**config.mk**
```make
export PLATFORM = sky130hd
export DESIGN_NAME = mem_net_injector
export DESIGN_NICKNAME = d
export VERILOG_FILES = /design/src/rtl/mem_net_injector_pkg.sv /design/src/rtl/flit_reassembler.sv /design/src/rtl/mem_net_injector.sv
export SDC_FILE = /design/constraint.sdc
export NUM_CORES = 1
export LEC_CHECK = 0
export ABC_CLOCK_PERIOD_IN_PS = 16700
export BUFFER_PORTS_ARGS = -buffer_cell sky130_fd_sc_hd__buf_2
export CAP_MARGIN = 20
export CORE_AREA = 4 4 294 296
export CTS_CLUSTER_DIAMETER = 40
export CTS_CLUSTER_SIZE = 10
export DETAILED_ROUTE_END_ITERATION = 7
export DIE_AREA = 0 0 298 300
export PLACE_DENSITY = 0.44
export SKIP_LAST_GASP = 1
export SLEW_MARGIN = 10
export SYNTH_ARGS = -nofsm -noshare
export SYNTH_HDL_FRONTEND = slang
export SYNTH_SLANG_ARGS = --single-unit
```
**constraint.sdc**
```tcl
create_clock -name clk -period 16.7 [get_ports clk]
set_input_delay 5.01 -clock clk [delete_from_list [all_inputs] [get_ports clk]]
set_output_delay 5.01 -clock clk [all_outputs]
set_load 0.03 [all_outputs]
```
**src/rtl/mem_net_injector_pkg.sv**
```systemverilog
// Shared types for the memory network injector: flit layout, FSM states and core config.
package mem_net_injector_pkg;

    localparam int BEATS = 4;

    typedef struct packed {
        logic [3:0] mode;
        logic       bypass;
        logic [2:0] lane_mask;
    } morph_config_t;

    typedef struct packed {
        logic        last;
        logic        is_read;
        logic        is_wide;
        logic [1:0]  src_core;
        logic [1:0]  beat;
        logic [31:0] addr;
        logic [63:0] data;
    } net_flit_t;

    typedef enum logic [1:0] {
        IDLE,
        SEND,
        WAIT_RESP,
        RESP
    } state_t;

endpackage

```
**src/rtl/flit_reassembler.sv**
```systemverilog
// Captures read-response beats into the wide buffer, counts own beats and runs the response watchdog.
module flit_reassembler
    import mem_net_injector_pkg::*;
#(
    parameter logic [1:0] CORE_ID        = 2'd0,
    parameter int         WIDE_WIDTH     = 256,
    parameter int         FLIT_DATA_W    = 64,
    parameter int         TIMEOUT_CYCLES = 1024
) (
    input  logic                  clk,
    input  logic                  rst_n,
    input  logic                  clear,
    input  logic                  active,
    input  logic                  is_wide,
    input  net_flit_t             net_flit_in,
    input  logic                  net_req_in,
    output logic                  net_ack_out,
    output logic [WIDE_WIDTH-1:0] buf_data,
    output logic                  done,
    output logic                  expired
);
    localparam int WD_W  = $clog2(TIMEOUT_CYCLES) + 1;
    localparam int CNT_W = $clog2(BEATS) + 1;

    logic [CNT_W-1:0] cnt_p0;
    logic [WD_W-1:0]  wd_p0;
    logic             take_own;
    logic [1:0]       slot;
    logic [CNT_W-1:0] expected;
    logic             unused_flit_bits;

    assign net_ack_out = active && net_req_in;
    assign take_own    = net_ack_out && (net_flit_in.src_core == CORE_ID);
    assign slot        = is_wide ? net_flit_in.beat : 2'd0;
    assign expected    = is_wide ? CNT_W'(BEATS) : CNT_W'(1);
    assign done        = take_own && ((cnt_p0 + CNT_W'(1)) == expected);
    assign expired     = active && (wd_p0 == WD_W'(TIMEOUT_CYCLES - 1));

    assign unused_flit_bits = ^{net_flit_in.last, net_flit_in.is_read, net_flit_in.is_wide,
                                net_flit_in.addr, net_flit_in.data};

    // Stage p0: buffer, beat count and watchdog all restart when a read enters WAIT_RESP
    always_ff @(posedge clk or negedge rst_n) begin
        if (!rst_n) begin
            cnt_p0   <= '0;
            wd_p0    <= '0;
            buf_data <= '0;
        end else if (clear) begin
            cnt_p0   <= '0;
            wd_p0    <= '0;
            buf_data <= '0;
        end else if (active) begin
            wd_p0 <= wd_p0 + WD_W'(1);
            if (take_own) begin
                cnt_p0 <= cnt_p0 + CNT_W'(1);
                buf_data[slot*FLIT_DATA_W +: FLIT_DATA_W] <= net_flit_in.data[FLIT_DATA_W-1:0];
            end
        end
    end

endmodule

```
**src/rtl/mem_net_injector.sv**
```systemverilog
// Core-side injector: packetizes one request into flits, then reassembles the read response.
module mem_net_injector
    import mem_net_injector_pkg::*;
#(
    parameter logic [1:0] CORE_ID        = 2'd0,
    parameter int         WIDE_WIDTH     = 256,
    parameter int         FLIT_DATA_W    = 64,
    parameter int         TIMEOUT_CYCLES = 1024
) (
    input  logic                  clk,
    input  logic                  rst_n,
    input  logic                  req_valid,
    output logic                  req_ready,
    input  logic                  req_is_read,
    input  logic                  req_is_wide,
    input  logic [31:0]           req_addr,
    input  logic [WIDE_WIDTH-1:0] req_wdata,
    output logic                  resp_valid,
    input  logic                  resp_ready,
    output logic [WIDE_WIDTH-1:0] resp_data,
    output logic                  resp_err,
    output net_flit_t             net_flit_out,
    output logic                  net_req_out,
    input  logic                  net_ack_in,
    input  net_flit_t             net_flit_in,
    input  logic                  net_req_in,
    output logic                  net_ack_out
);
    state_t                state_p0, state_nxt;
    logic                  rd_p0, wide_p0;
    logic [31:0]           addr_p0;
    logic [WIDE_WIDTH-1:0] wdata_p0;
    logic [1:0]            beat_p0;
    logic                  err_p0;
    logic                  accept, last_beat, beat_xfer, send_done;
    logic                  reasm_done, reasm_expired;

    assign req_ready   = (state_p0 == IDLE);
    assign net_req_out = (state_p0 == SEND);
    assign resp_valid  = (state_p0 == RESP);
    assign resp_err    = resp_valid && err_p0;
    assign accept      = req_valid && req_ready;
    assign last_beat   = (rd_p0 || !wide_p0) ? 1'b1 : (beat_p0 == 2'(BEATS - 1));
    assign beat_xfer   = net_req_out && net_ack_in;
    assign send_done   = beat_xfer && last_beat;

    // Flit is a pure function of captured request and beat, so it stays stable under stall
    always_comb begin
        net_flit_out = '0;
        if (state_p0 == SEND) begin
            net_flit_out.last     = last_beat;
            net_flit_out.is_read  = rd_p0;
            net_flit_out.is_wide  = wide_p0;
            net_flit_out.src_core = CORE_ID;
            net_flit_out.beat     = beat_p0;
            net_flit_out.addr     = addr_p0;
            if (!rd_p0)
                net_flit_out.data = 64'(wdata_p0[beat_p0*FLIT_DATA_W +: FLIT_DATA_W]);
        end
    end

    always_comb begin
        state_nxt = state_p0;
        case (state_p0)
            IDLE:      if (accept) state_nxt = SEND;
            SEND:      if (send_done) state_nxt = rd_p0 ? WAIT_RESP : IDLE;
            WAIT_RESP: if (reasm_done || reasm_expired) state_nxt = RESP;
            RESP:      if (resp_ready) state_nxt = IDLE;
            default:   state_nxt = IDLE;
        endcase
    end

    // Stage p0: control state
    always_ff @(posedge clk or negedge rst_n) begin
        if (!rst_n) begin
            state_p0 <= IDLE;
            beat_p0  <= '0;
            err_p0   <= 1'b0;
        end else begin
            state_p0 <= state_nxt;
            if (accept) begin
                beat_p0 <= '0;
                err_p0  <= 1'b0;
            end else if (beat_xfer && !last_beat) begin
                beat_p0 <= beat_p0 + 2'd1;
            end
            if (state_p0 == WAIT_RESP && state_nxt == RESP)
                err_p0 <= !reasm_done;
        end
    end

    always_ff @(posedge clk) begin
        if (accept) begin
            rd_p0    <= req_is_read;
            wide_p0  <= req_is_wide;
            addr_p0  <= req_addr;
            wdata_p0 <= req_wdata;
        end
    end

    flit_reassembler #(
        .CORE_ID        (CORE_ID),
        .WIDE_WIDTH     (WIDE_WIDTH),
        .FLIT_DATA_W    (FLIT_DATA_W),
        .TIMEOUT_CYCLES (TIMEOUT_CYCLES)
    ) u_reasm (
        .clk         (clk),
        .rst_n       (rst_n),
        .clear       (send_done && rd_p0),
        .active      (state_p0 == WAIT_RESP),
        .is_wide     (wide_p0),
        .net_flit_in (net_flit_in),
        .net_req_in  (net_req_in),
        .net_ack_out (net_ack_out),
        .buf_data    (resp_data),
        .done        (reasm_done),
        .expired     (reasm_expired)
    );

endmodule

```
# Word level (Yosys, flattened, before mapping)
# Cells that the tools add are included.
# totals
ff_bits	565
out_inout_bits	364
wordCells	71
# op_classes
n_eq_ne	7
muxes	24
shifts	3
n_reduce_logical	23
addsub	4
# ops
cell	n
256-bit two-way mux	3
256-bit bitwise mux	1
64-bit by 34-bit variable shift with 256-bit output, first input constant	1
256-bit by 9-bit variable part select with 64-bit output	1
64-bit by 34-bit variable part select with 256-bit output	1
103-bit two-way mux	1
64-bit two-way mux	1
8-bit negation with 34-bit output	1
11-bit two-way mux	2
2-bit two-way mux	8
3-bit two-way mux	4
11-bit by 1-bit adder with 11-bit output, second input constant	1
11-bit by 10-bit equality test with 1-bit output, second input constant	1
1-bit logical AND	11
2-bit equality test, second input constant	4
2-bit case mux with 4 select lines	1
2-bit nonzero test	4
2-bit logical NOT	2
3-bit by 1-bit adder with 3-bit output, second input constant	1
3-bit equality test	1
1-bit logical NOT	3
1-bit two-way mux	3
2-bit by 1-bit adder with 2-bit output, second input constant	1
2-bit by 1-bit equality test with 1-bit output, second input constant	1
2 further kinds	3

# Depth between registers and ports, before layout
# Gate-level depths: netlist of run 1.
# depth
ltp_word	10
ltp_mapped	9
ltp_nobuf	6

# Cells and area by module
# Synthesis of run 1 repeated with hierarchy kept, for this count alone.
# unflattened
cells_unflattened	1428
area_unflattened_um2	22327.7
# modules_own_cells
mod	instances	area_per_inst_um2	cells_per_inst
mem_net_injector	1	11278.3	516
flit_reassembler	1	11049.3	912

# Least setup slack after synthesis of run 1
# No wires, ideal clock.
# synth_path
path_kind	input-to-reg
start	in req_valid
end	reg state_p0[0]
arrival_time_ns	15.163
setup_ns	0.118
setup_slack_ns	1.419
cell_stages	2
path_buffers	0
path_cell_list	and2_0 or4b_1
# synth_via
elab_chain_cells	3
# synth_rtl
element	line_no	rtl
start, declared	mem_net_injector.sv:12	input logic req_valid,
1-bit logical AND	mem_net_injector.sv:42	assign accept = req_valid && req_ready;
2-bit two-way mux	mem_net_injector.sv:65	IDLE: if (accept) state_nxt = SEND;
2-bit case mux with 4 select lines	mem_net_injector.sv:64	case (state_p0)
via state_nxt[0]	mem_net_injector.sv:29	state_t state_p0, state_nxt;
end signal, assigned	mem_net_injector.sv:80	state_p0 <= state_nxt;
end, declared	mem_net_injector.sv:29	
# The timed path passes the listed nets, and every way through them passes these cells.
# A chain may end at the register's enable or synchronous reset.

# Final worst setup path of run 1
# layout_path
start	in net_req_in
end	out net_ack_out
# layout_via
elab_chain_cells	1
# layout_rtl
element	line_no	rtl
start, declared	mem_net_injector.sv:26	input logic net_req_in,
1-bit logical AND	flit_reassembler.sv:32	assign net_ack_out = active && net_req_in;
end, declared	mem_net_injector.sv:27	output logic net_ack_out
# Every way passes these cells.

==> load_flow_metrics.sql, run 1 <==
INSERT INTO impl_metrics (metric_group, metric, value, unit) VALUES
('outcome', 'status', 'completed', ''),
('setup_path', 'crit_path_end_kind', 'primary output', ''),
('sta', 'setup-violations-final', '0', ''),
('place', 'dp_hpwl', '51300', 'um'),
('setup_path', 'worstReg2RegStart', 'state_p0[0]', ''),
('die', 'chipHeight', '300', 'um'),
('setup_path', 'crit_path_start_kind', 'input port', ''),
('setup_path', 'cell_with_the_largest_stage_delay_on_the_worst_path', 'sky130_fd_sc_hd__and3b_1', ''),
('power_and_ir_drop', 'power.share.clock', '0.423', ''),
('setup_path', 'worstPathBufferInverterCount', '2', ''),
('setup_path', 'reg2reg_to', 'u_reasm.buf_data[134]', ''),
('routing', 'vias', '15621', ''),
('cells_and_area', 'area_growth', '36.0', '%'),
('grt', 'overflow', '0', ''),
('grt', 'number_of_global_route_vias_before_repair', '16526', ''),
('routing', 'drtAntennaViolNets', '0', ''),
('cells_and_area', 'most-common-layout-cells', 'sky130_fd_sc_hd__buf_2, sky130_fd_sc_hd__edfxtp_1, sky130_fd_sc_hd__dfrtp_1', ''),
('die', 'fp-row-count', '106', ''),
('setup_path', 'cp_max_fo', '6', ''),
('power_and_ir_drop', 'pd_cells', '155', 'mW/mm^2'),
('power_and_ir_drop', 'comb_power_share', '0.195', ''),
('synthesis', 'synth_cell_type_count', '40', ''),
('grt', 'maximum_number_of_pins_on_one_net_before_global_route_repair', '164', ''),
('setup_path', 'regToRegSetupSlack', '13.65', 'ns'),
('power_and_ir_drop', 'cell_internal_pwr', '3.28', 'mW'),
('setup_path', 'cpMostUsedCell', 'sky130_fd_sc_hd__buf_2', ''),
('sta', 'slew_at_the_pin_closest_to_its_max_slew_limit', '1.08', 'ns'),
('setup_path', 'timing.setup.critical_path_class', 'input port to primary output', ''),
('place', 'io_buffers', '725', ''),
('sta', 'layout_worst_path_cycle_share', '0.644', ''),
('synthesis', 'ys_warn_count', '0', ''),
('sta', 'slew_headroom', '0.283', ''),
('routing', 'viasPerCell', '4.64', ''),
('cells_and_area', 'drive_above_1_share', '0.433', ''),
('clocking', 'tritoncts', 'yes', ''),
('die', 'io_pins', '763', ''),
('power_and_ir_drop', 'design_power_total', '4.65', 'mW'),
('power_and_ir_drop', 'worst_ir_drop_vdd', '0.0000898', 'V'),
('clocking', 'tritoncts_num_sinks', '565', ''),
('clocking', 'cts.repair_timing.setup_buffer_count', '0', ''),
('power_and_ir_drop', 'p_sw', '1.37', 'mW'),
('synthesis', 'sequential_share_of_the_synthesized_area', '0.705', ''),
('sta', 'fin_worst_hold_slack', '0.478', 'ns'),
('synthesis', 'synth_seq_cells', '565', ''),
('cells_and_area', 'layout.cells.most_common', 'sky130_fd_sc_hd__buf_2', ''),
('sta', 'clock_skew_after_layout', '0.0403', 'ns'),
('die', 'dieWidth', '298', 'um'),
('routing', 'detail_route.wl_per_cell', '22.1', 'um'),
('sta', 'rsz0062_at_grt', 'false', ''),
('routing', 'post-route-drc-count', '0', ''),
('worst_hold_path', 'hp-start', 'u_reasm.buf_data[80]', ''),
('place', 'preCtsSetupSlack', '5.92', 'ns'),
('power_and_ir_drop', 'static-leakage-power', '13.1', 'nW'),
('power_and_ir_drop', 'swShare', '0.295', ''),
('synthesis', 'synth.cell_area', '0.0221', 'mm^2'),
('worst_hold_path', 'worstHoldPathType', 'flip-flop to flip-flop', ''),
('clocking', 'cts_hold_buffers', '0', ''),
('synthesis', 'avgSynthCellArea', '15.2', 'um^2'),
('die', 'floorplan.initialDensity', '0.265', ''),
('die', 'core_area', '0.0836', 'mm^2'),
('setup_path', 'timing.critical_path.cells', 'buf_2 -> and3b_1 -> buf_2', ''),
('sta', 'total_count_of_hold_check_failures_in_the_final_report', '0', ''),
('worst_hold_path', 'holdPathEnd', 'u_reasm.buf_data[80]', ''),
('cells_and_area', 'fin_nets', '2590', ''),
('setup_path', 'worst-r2r-cell-count', '7', ''),
('clocking', 'htreeDepth', '3', ''),
('worst_hold_path', 'timing.hold.worst_path_depth', '1', ''),
('sta', 'setup_tns', '0', 'ns'),
('clocking', 'cts_resized', '0', ''),
('sta', 'post-route-worst-setup-slack', '5.94', 'ns'),
('setup_path', 'stage_delay_of_the_slowest_cell_on_the_critical_path', '0.32', 'ns');
## sequential cells by signal (all words and copies together), names as in the netlist
name and flops:
u_reasm.buf_data 256, wdata_p0 256, addr_p0 32, u_reasm.wd_p0 11, u_reasm.cnt_p0 3, beat_p0 2, state_p0 2, err_p0 1
rd_p0 1, wide_p0 1
## power groups by stage
stage	Clock [mW]	Combinational (mW)	Sequential [mW]
3_3_place_gp	0	0.919	1.80
4_1_cts	2.02	0.927	1.78
3_5_place_dp	0	0.924	1.81
6_report	1.96	0.908	1.78
5_1_grt	2.09	0.980	1.80
2_1_floorplan	0	0.599	1.88
## final cells by class
cell class	instances	area [um^2]
Inverter	3	11.3
Sequential cell	565	15600
Tap cell	1080	1350
Antenna cell	25	62.6
Timing Repair Buffer	745	3820
Fill cell	8178	53500
Multi-Input combinational cell	771	5980
Clock buffer	122	2620
Clock inverter	53	636
## stage by stage
stage | area (um^2) | utilization | std cells
2_1_floorplan | 22100 | - | 1459
3_3_place_gp | 26700 | 0.320 | 3163
3_5_place_dp | 26700 | 0.320 | 3163
4_1_cts | 30000 | 0.359 | 3338
5_1_grt | 30000 | 0.360 | 3349
6_report | 30100 | 0.360 | 3364
## worst register-to-register path, stage by stage, from the launching register on
cell,delay (ns)
sky130_fd_sc_hd__dfrtp_1,0.49
sky130_fd_sc_hd__nor2b_2,0.21
sky130_fd_sc_hd__buf_4,0.25
sky130_fd_sc_hd__nand3_4,0.13
sky130_fd_sc_hd__buf_4,0.70
sky130_fd_sc_hd__buf_4,0.83
sky130_fd_sc_hd__nand3_1,0.21
sky130_fd_sc_hd__o31ai_1,0.11
## how the worst max path moves through the flow
stage	cells past startpoint	to	start
4_1_cts	3	net_ack_out	net_req_in
2_1_floorplan	2	state_p0[0]	req_valid
3_3_place_gp	3	net_ack_out	net_req_in
3_5_place_dp	3	net_ack_out	net_req_in
6_report	3	net_ack_out	net_req_in
5_1_grt	3	net_ack_out	net_req_in
## cell usage after synthesis
cell | instances | area, um^2
sky130_fd_sc_hd__and2_0 | 2 | 12.5
sky130_fd_sc_hd__or3_1 | 2 | 12.5
sky130_fd_sc_hd__edfxtp_1 | 290 | 8710
sky130_fd_sc_hd__nor2b_1 | 66 | 413
sky130_fd_sc_hd__and3_1 | 7 | 43.8
sky130_fd_sc_hd__nor3b_1 | 2 | 15.0
sky130_fd_sc_hd__mux2i_1 | 4 | 40.0
sky130_fd_sc_hd__ha_1 | 8 | 100
sky130_fd_sc_hd__o311a_1 | 1 | 10.0
sky130_fd_sc_hd__and4bb_2 | 1 | 12.5
sky130_fd_sc_hd__mux4_2 | 64 | 1440
sky130_fd_sc_hd__o21ai_0 | 66 | 330
sky130_fd_sc_hd__a211oi_1 | 1 | 7.51
sky130_fd_sc_hd__buf_6 | 13 | 146
sky130_fd_sc_hd__o2bb2ai_2 | 2 | 30.0
sky130_fd_sc_hd__buf_2 | 25 | 125
sky130_fd_sc_hd__a21oi_1 | 2 | 10.0
sky130_fd_sc_hd__a21oi_4 | 2 | 32.5
sky130_fd_sc_hd__xnor2_1 | 3 | 26.3
sky130_fd_sc_hd__nand4_1 | 5 | 31.3
sky130_fd_sc_hd__xor2_1 | 7 | 61.3
sky130_fd_sc_hd__nand3_1 | 133 | 666
sky130_fd_sc_hd__nand2b_1 | 65 | 407
sky130_fd_sc_hd__and2b_1 | 1 | 7.51
sky130_fd_sc_hd__and3b_1 | 1 | 8.76
sky130_fd_sc_hd__o31ai_1 | 65 | 488
sky130_fd_sc_hd__and2_1 | 37 | 231
sky130_fd_sc_hd__nand4b_1 | 1 | 8.76
sky130_fd_sc_hd__dfrtp_1 | 275 | 6880
sky130_fd_sc_hd__buf_4 | 3 | 22.5
sky130_fd_sc_hd__buf_1 | 11 | 41.3
sky130_fd_sc_hd__o211ai_1 | 1 | 7.51
sky130_fd_sc_hd__o2bb2ai_1 | 126 | 1100
sky130_fd_sc_hd__conb_1 | 1 | 3.75
sky130_fd_sc_hd__nand2_1 | 78 | 293
sky130_fd_sc_hd__or4b_1 | 1 | 10.0
sky130_fd_sc_hd__clkbuf_1 | 68 | 255
sky130_fd_sc_hd__or3b_2 | 1 | 8.76
sky130_fd_sc_hd__inv_1 | 3 | 11.3
sky130_fd_sc_hd__nor2_1 | 14 | 52.6
## logic make-up after synthesis
kind of cell | share of synthesized area
XOR/XNOR | 0.00396
buffers and inverters | 0.0272
AND/OR/NAND/NOR | 0.101
adder cells (fa/ha/maj) | 0.00453
flip-flops | 0.705
multiplexers | 0.0670
AO/OA/AOI/OAI | 0.0913
other | 0.000170
## layer usage
layer | global-route usage | vias up | part of all wire
met5 | 0 | - | 0.0031
met4 | 0.0384 | 38 | 0.022
met3 | 0.0726 | 162 | 0.11
met2 | 0.266 | 692 | 0.48
met1 | 0.191 | 7717 | 0.39
li1 | - | 7012 | -
Note: power is estimated with default switching activity, not from simulation.
==> run 2, diff against run 1 <==
Settings changed: ABC_CLOCK_PERIOD_IN_PS 16700 to 9500, CORE_AREA 4 4 294 296 to 4 4 295 297, DIE_AREA 0 0 298 300 to 0 0 299 301, PLACE_DENSITY 0.44 to 0.45.
Clock period 16.7 ns to 9.5 ns, I/O delays scaled along.
==> run 2 against run 1 <==
  * Clock power increased by 90%
  * Critical path depth unchanged
  * Clock skew decreased by 0.0060 ns
  * Via count increased by 1.0%
  * Non-clock buffer count decreased by 2
  * Sequential share of layout area decreased by 0.57 points
  * Worst hold slack improved by 0.0035 ns
  * Total power increased by 82%
  * Register-to-register slack got worse by 7.5 ns
  * Critical path type unchanged
  * Critical endpoint unchanged
  * Largest power group unchanged
==> load_flow_metrics.sql, run 2 (same netlist as run 1, synthesis figures left out) <==
INSERT INTO impl_metrics (metric_group, metric, value, unit) VALUES
('outcome', 'status', 'completed', ''),
('cells_and_area', 'most-common-layout-cells', 'sky130_fd_sc_hd__buf_2, sky130_fd_sc_hd__edfxtp_1, sky130_fd_sc_hd__dfrtp_1', ''),
('clocking', 'cts_resized', '0', ''),
('routing', 'drtAntennaViolNets', '0', ''),
('routing', 'post-route-drc-count', '0', ''),
('clocking', 'cts.root.buffer_cell', 'sky130_fd_sc_hd__clkbuf_16', ''),
('die', 'dieWidth', '299', 'um'),
('grt', 'number_of_global_route_vias_before_repair', '16579', ''),
('cells_and_area', 'layout.cells.most_common', 'sky130_fd_sc_hd__buf_2', ''),
('routing', 'drt_iter0_drc', '1149', ''),
('setup_path', 'cp-startpoint', 'net_req_in', ''),
('sta', 'layout_worst_path_cycle_share', '0.676', ''),
('clocking', 'cts.repair_timing.setup_buffer_count', '0', ''),
('worst_hold_path', 'hp-start', 'u_reasm.buf_data[194]', ''),
('setup_path', 'crit_path_end_kind', 'primary output', ''),
('sta', 'clock_skew_after_layout', '0.0343', 'ns'),
('setup_path', 'timing.setup.critical_path_class', 'input port to primary output', ''),
('power_and_ir_drop', 'p_sw', '2.47', 'mW'),
('sta', 'setup-violations-final', '0', ''),
('clocking', 'post_cts_clock_slew_at_the_launch_and_capture_registers_of_the_worst_setup_and_hold_paths', '0.05', 'ns'),
('grt', 'overflow', '0', ''),
('power_and_ir_drop', 'swShare', '0.292', ''),
('die', 'floorplan.initialDensity', '0.261', ''),
('power_and_ir_drop', 'worst_ir_drop_vdd', '0.000240', 'V'),
('power_and_ir_drop', 'design_power_total', '8.45', 'mW'),
('cells_and_area', 'largestRegisters', 'u_reasm.buf_data: 256 flops, wdata_p0: 256 flops, addr_p0: 32 flops', ''),
('clocking', 'cts_hold_buffers', '0', ''),
('routing', 'detail_route.wl_per_cell', '22.1', 'um'),
('run', 'cap_viol_max_count', '0', ''),
('clocking', 'cts_buffers', '98', ''),
('sta', 'slew_at_the_pin_closest_to_its_max_slew_limit', '1.11', 'ns'),
('grt', 'grt_antenna_before_repair', '32', ''),
('clocking', 'clk_path_buf_depth', '3', ''),
('die', 'io_pins', '763', ''),
('worst_hold_path', 'worstHoldPathType', 'flip-flop to flip-flop', ''),
('clocking', 'tritoncts_num_sinks', '565', ''),
('die', 'core_area', '0.0846', 'mm^2'),
('grt', 'grt_util_met3', '0.0548', ''),
('clocking', 'tritoncts', 'yes', ''),
('routing', 'vias', '15780', ''),
('routing', 'finalWirelength', '75600', 'um'),
('power_and_ir_drop', 'power.share.clock', '0.440', ''),
('cells_and_area', 'drive_above_1_share', '0.438', ''),
('clocking', 'htreeDepth', '3', ''),
('sta', 'rsz0062_at_grt', 'false', ''),
('power_and_ir_drop', 'pd_cells', '278', 'mW/mm^2'),
('power_and_ir_drop', 'cell_internal_pwr', '5.98', 'mW'),
('grt', 'met2_resource_use_gr', '0.270', ''),
('sta', 'total_count_of_hold_check_failures_in_the_final_report', '0', ''),
('place', 'dp_hpwl', '51900', 'um'),
('routing', 'viasPerCell', '4.62', ''),
('sta', 'slew_headroom', '0.261', ''),
('die', 'chipHeight', '301', 'um'),
('sta', 'timing.fmax', '156', 'MHz'),
('setup_path', 'worstReg2RegStart', 'state_p0[1]', ''),
('power_and_ir_drop', 'power_frac_seq', '0.372', ''),
('setup_path', 'timing.critical_path.arrival', '3.57', 'ns'),
('grt', 'global_route_wire_length_before_repair', '111000', 'um'),
('sta', 'post-route-min-period', '6.42', 'ns'),
('grt', 'grt_busiest_layer', 'met2', ''),
('power_and_ir_drop', 'comb_power_share', '0.187', ''),
('grt', 'globalRouteMet1Util', '0.199', ''),
('die', 'fp-row-count', '107', ''),
('place', 'io_buffers', '725', ''),
('grt', 'grtUsageTotal', '0.162', ''),
('sta', 'setup_tns', '0', 'ns'),
('cells_and_area', 'fin_nets', '2589', ''),
('setup_path', 'crit_path_required_time', '6.65', 'ns'),
('die', 'die_outline_area', '0.0900', 'mm^2'),
('clocking', 'worstSkewPairLatency', '0.63', 'ns'),
('place', 'place_congestion', '0.825', ''),
('routing', 'drt_pre_antenna_iters', '7', ''),
('setup_path', 'crit_path_start_kind', 'input port', ''),
('sta', 'timing.final.max_slew_violations', '0', ''),
('setup_path', 'regToRegSetupSlack', '6.17', 'ns'),
('cells_and_area', 'area_growth', '37.5', '%'),
('power_and_ir_drop', 'static-leakage-power', '13.2', 'nW'),
('grt', 'maximum_number_of_pins_on_one_net_before_global_route_repair', '165', ''),
('setup_path', 'cp_max_fo', '6', '');
==> run 2: cell types whose count changed in the layout (fill, tap and decap cells not counted), moves of 3 or more <==
cell and change:
sky130_fd_sc_hd__clkbuf_8 -4, sky130_fd_sc_hd__diode_2 -15, sky130_fd_sc_hd__bufinv_16 +7, sky130_fd_sc_hd__clkbuf_1 -8
sky130_fd_sc_hd__buf_4 -3, sky130_fd_sc_hd__clkbuf_16 +3, sky130_fd_sc_hd__clkinvlp_4 +6
==> run 2: worst max-delay path: stages <==
cell                      delay, ns
sky130_fd_sc_hd__buf_2         0.09
sky130_fd_sc_hd__and3b_1       0.33
sky130_fd_sc_hd__buf_2         0.30
==> run 2: metrics by stage <==
step | cells | utilization | hold slack, ns | setup slack, ns | cell area, um^2
after floorplan | 1459 | - | 0.445 | 2.64 | 22100
after global placement | 3225 | 0.317 | 0.462 | 3.08 | 26800
after detailed placement | 3225 | 0.317 | 0.468 | 3.05 | 26800
after CTS | 3408 | 0.359 | 0.485 | 3.05 | 30400
after global routing | 3412 | 0.359 | 0.497 | 3.01 | 30400
final | 3419 | 0.360 | 0.481 | 3.08 | 30400
==> run 2: power by group through the flow <==
stage          Clock [mW]  Sequential, mW  Combinational [mW]
2_1_floorplan           0            3.20                1.05
3_3_place_gp            0            3.19                1.60
3_5_place_dp            0            3.20                1.61
6_report             3.72            3.15                1.58
5_1_grt              3.94            3.18                1.70
4_1_cts              3.82            3.16                1.62
==> run 2: area by class of cell <==
cell class                 instances  area (um^2)
clock inverter                    70          937
clock buffer                     113         2610
fill                            8380        54200
sequential                       565        15600
multi-input combinational        771         5990
tap                             1144         1430
inverter                           3         11.3
antenna                           10         25.0
timing repair buffer             743         3820
==> run 2: final timing paths <==
| check | end | cells after the start |
|---|---|---|
| max in group asynchronous | beat_p0[1] | 2 |
| max | net_ack_out | 3 |
| min in group asynchronous | u_reasm.buf_data[224] | 1 |
| min reg2reg | u_reasm.buf_data[194] | 1 |
| max reg2reg | wdata_p0[89] | 4 |
| min | u_reasm.buf_data[194] | 1 |
==> run 2: metal layers <==
layer,share of wire,vias to the layer above,wire length (um)
li1,-,6984,-
met1,0.40,7902,29800
met2,0.49,718,36800
met3,0.091,148,6850
met4,0.025,28,1900
met5,0.0024,-,181
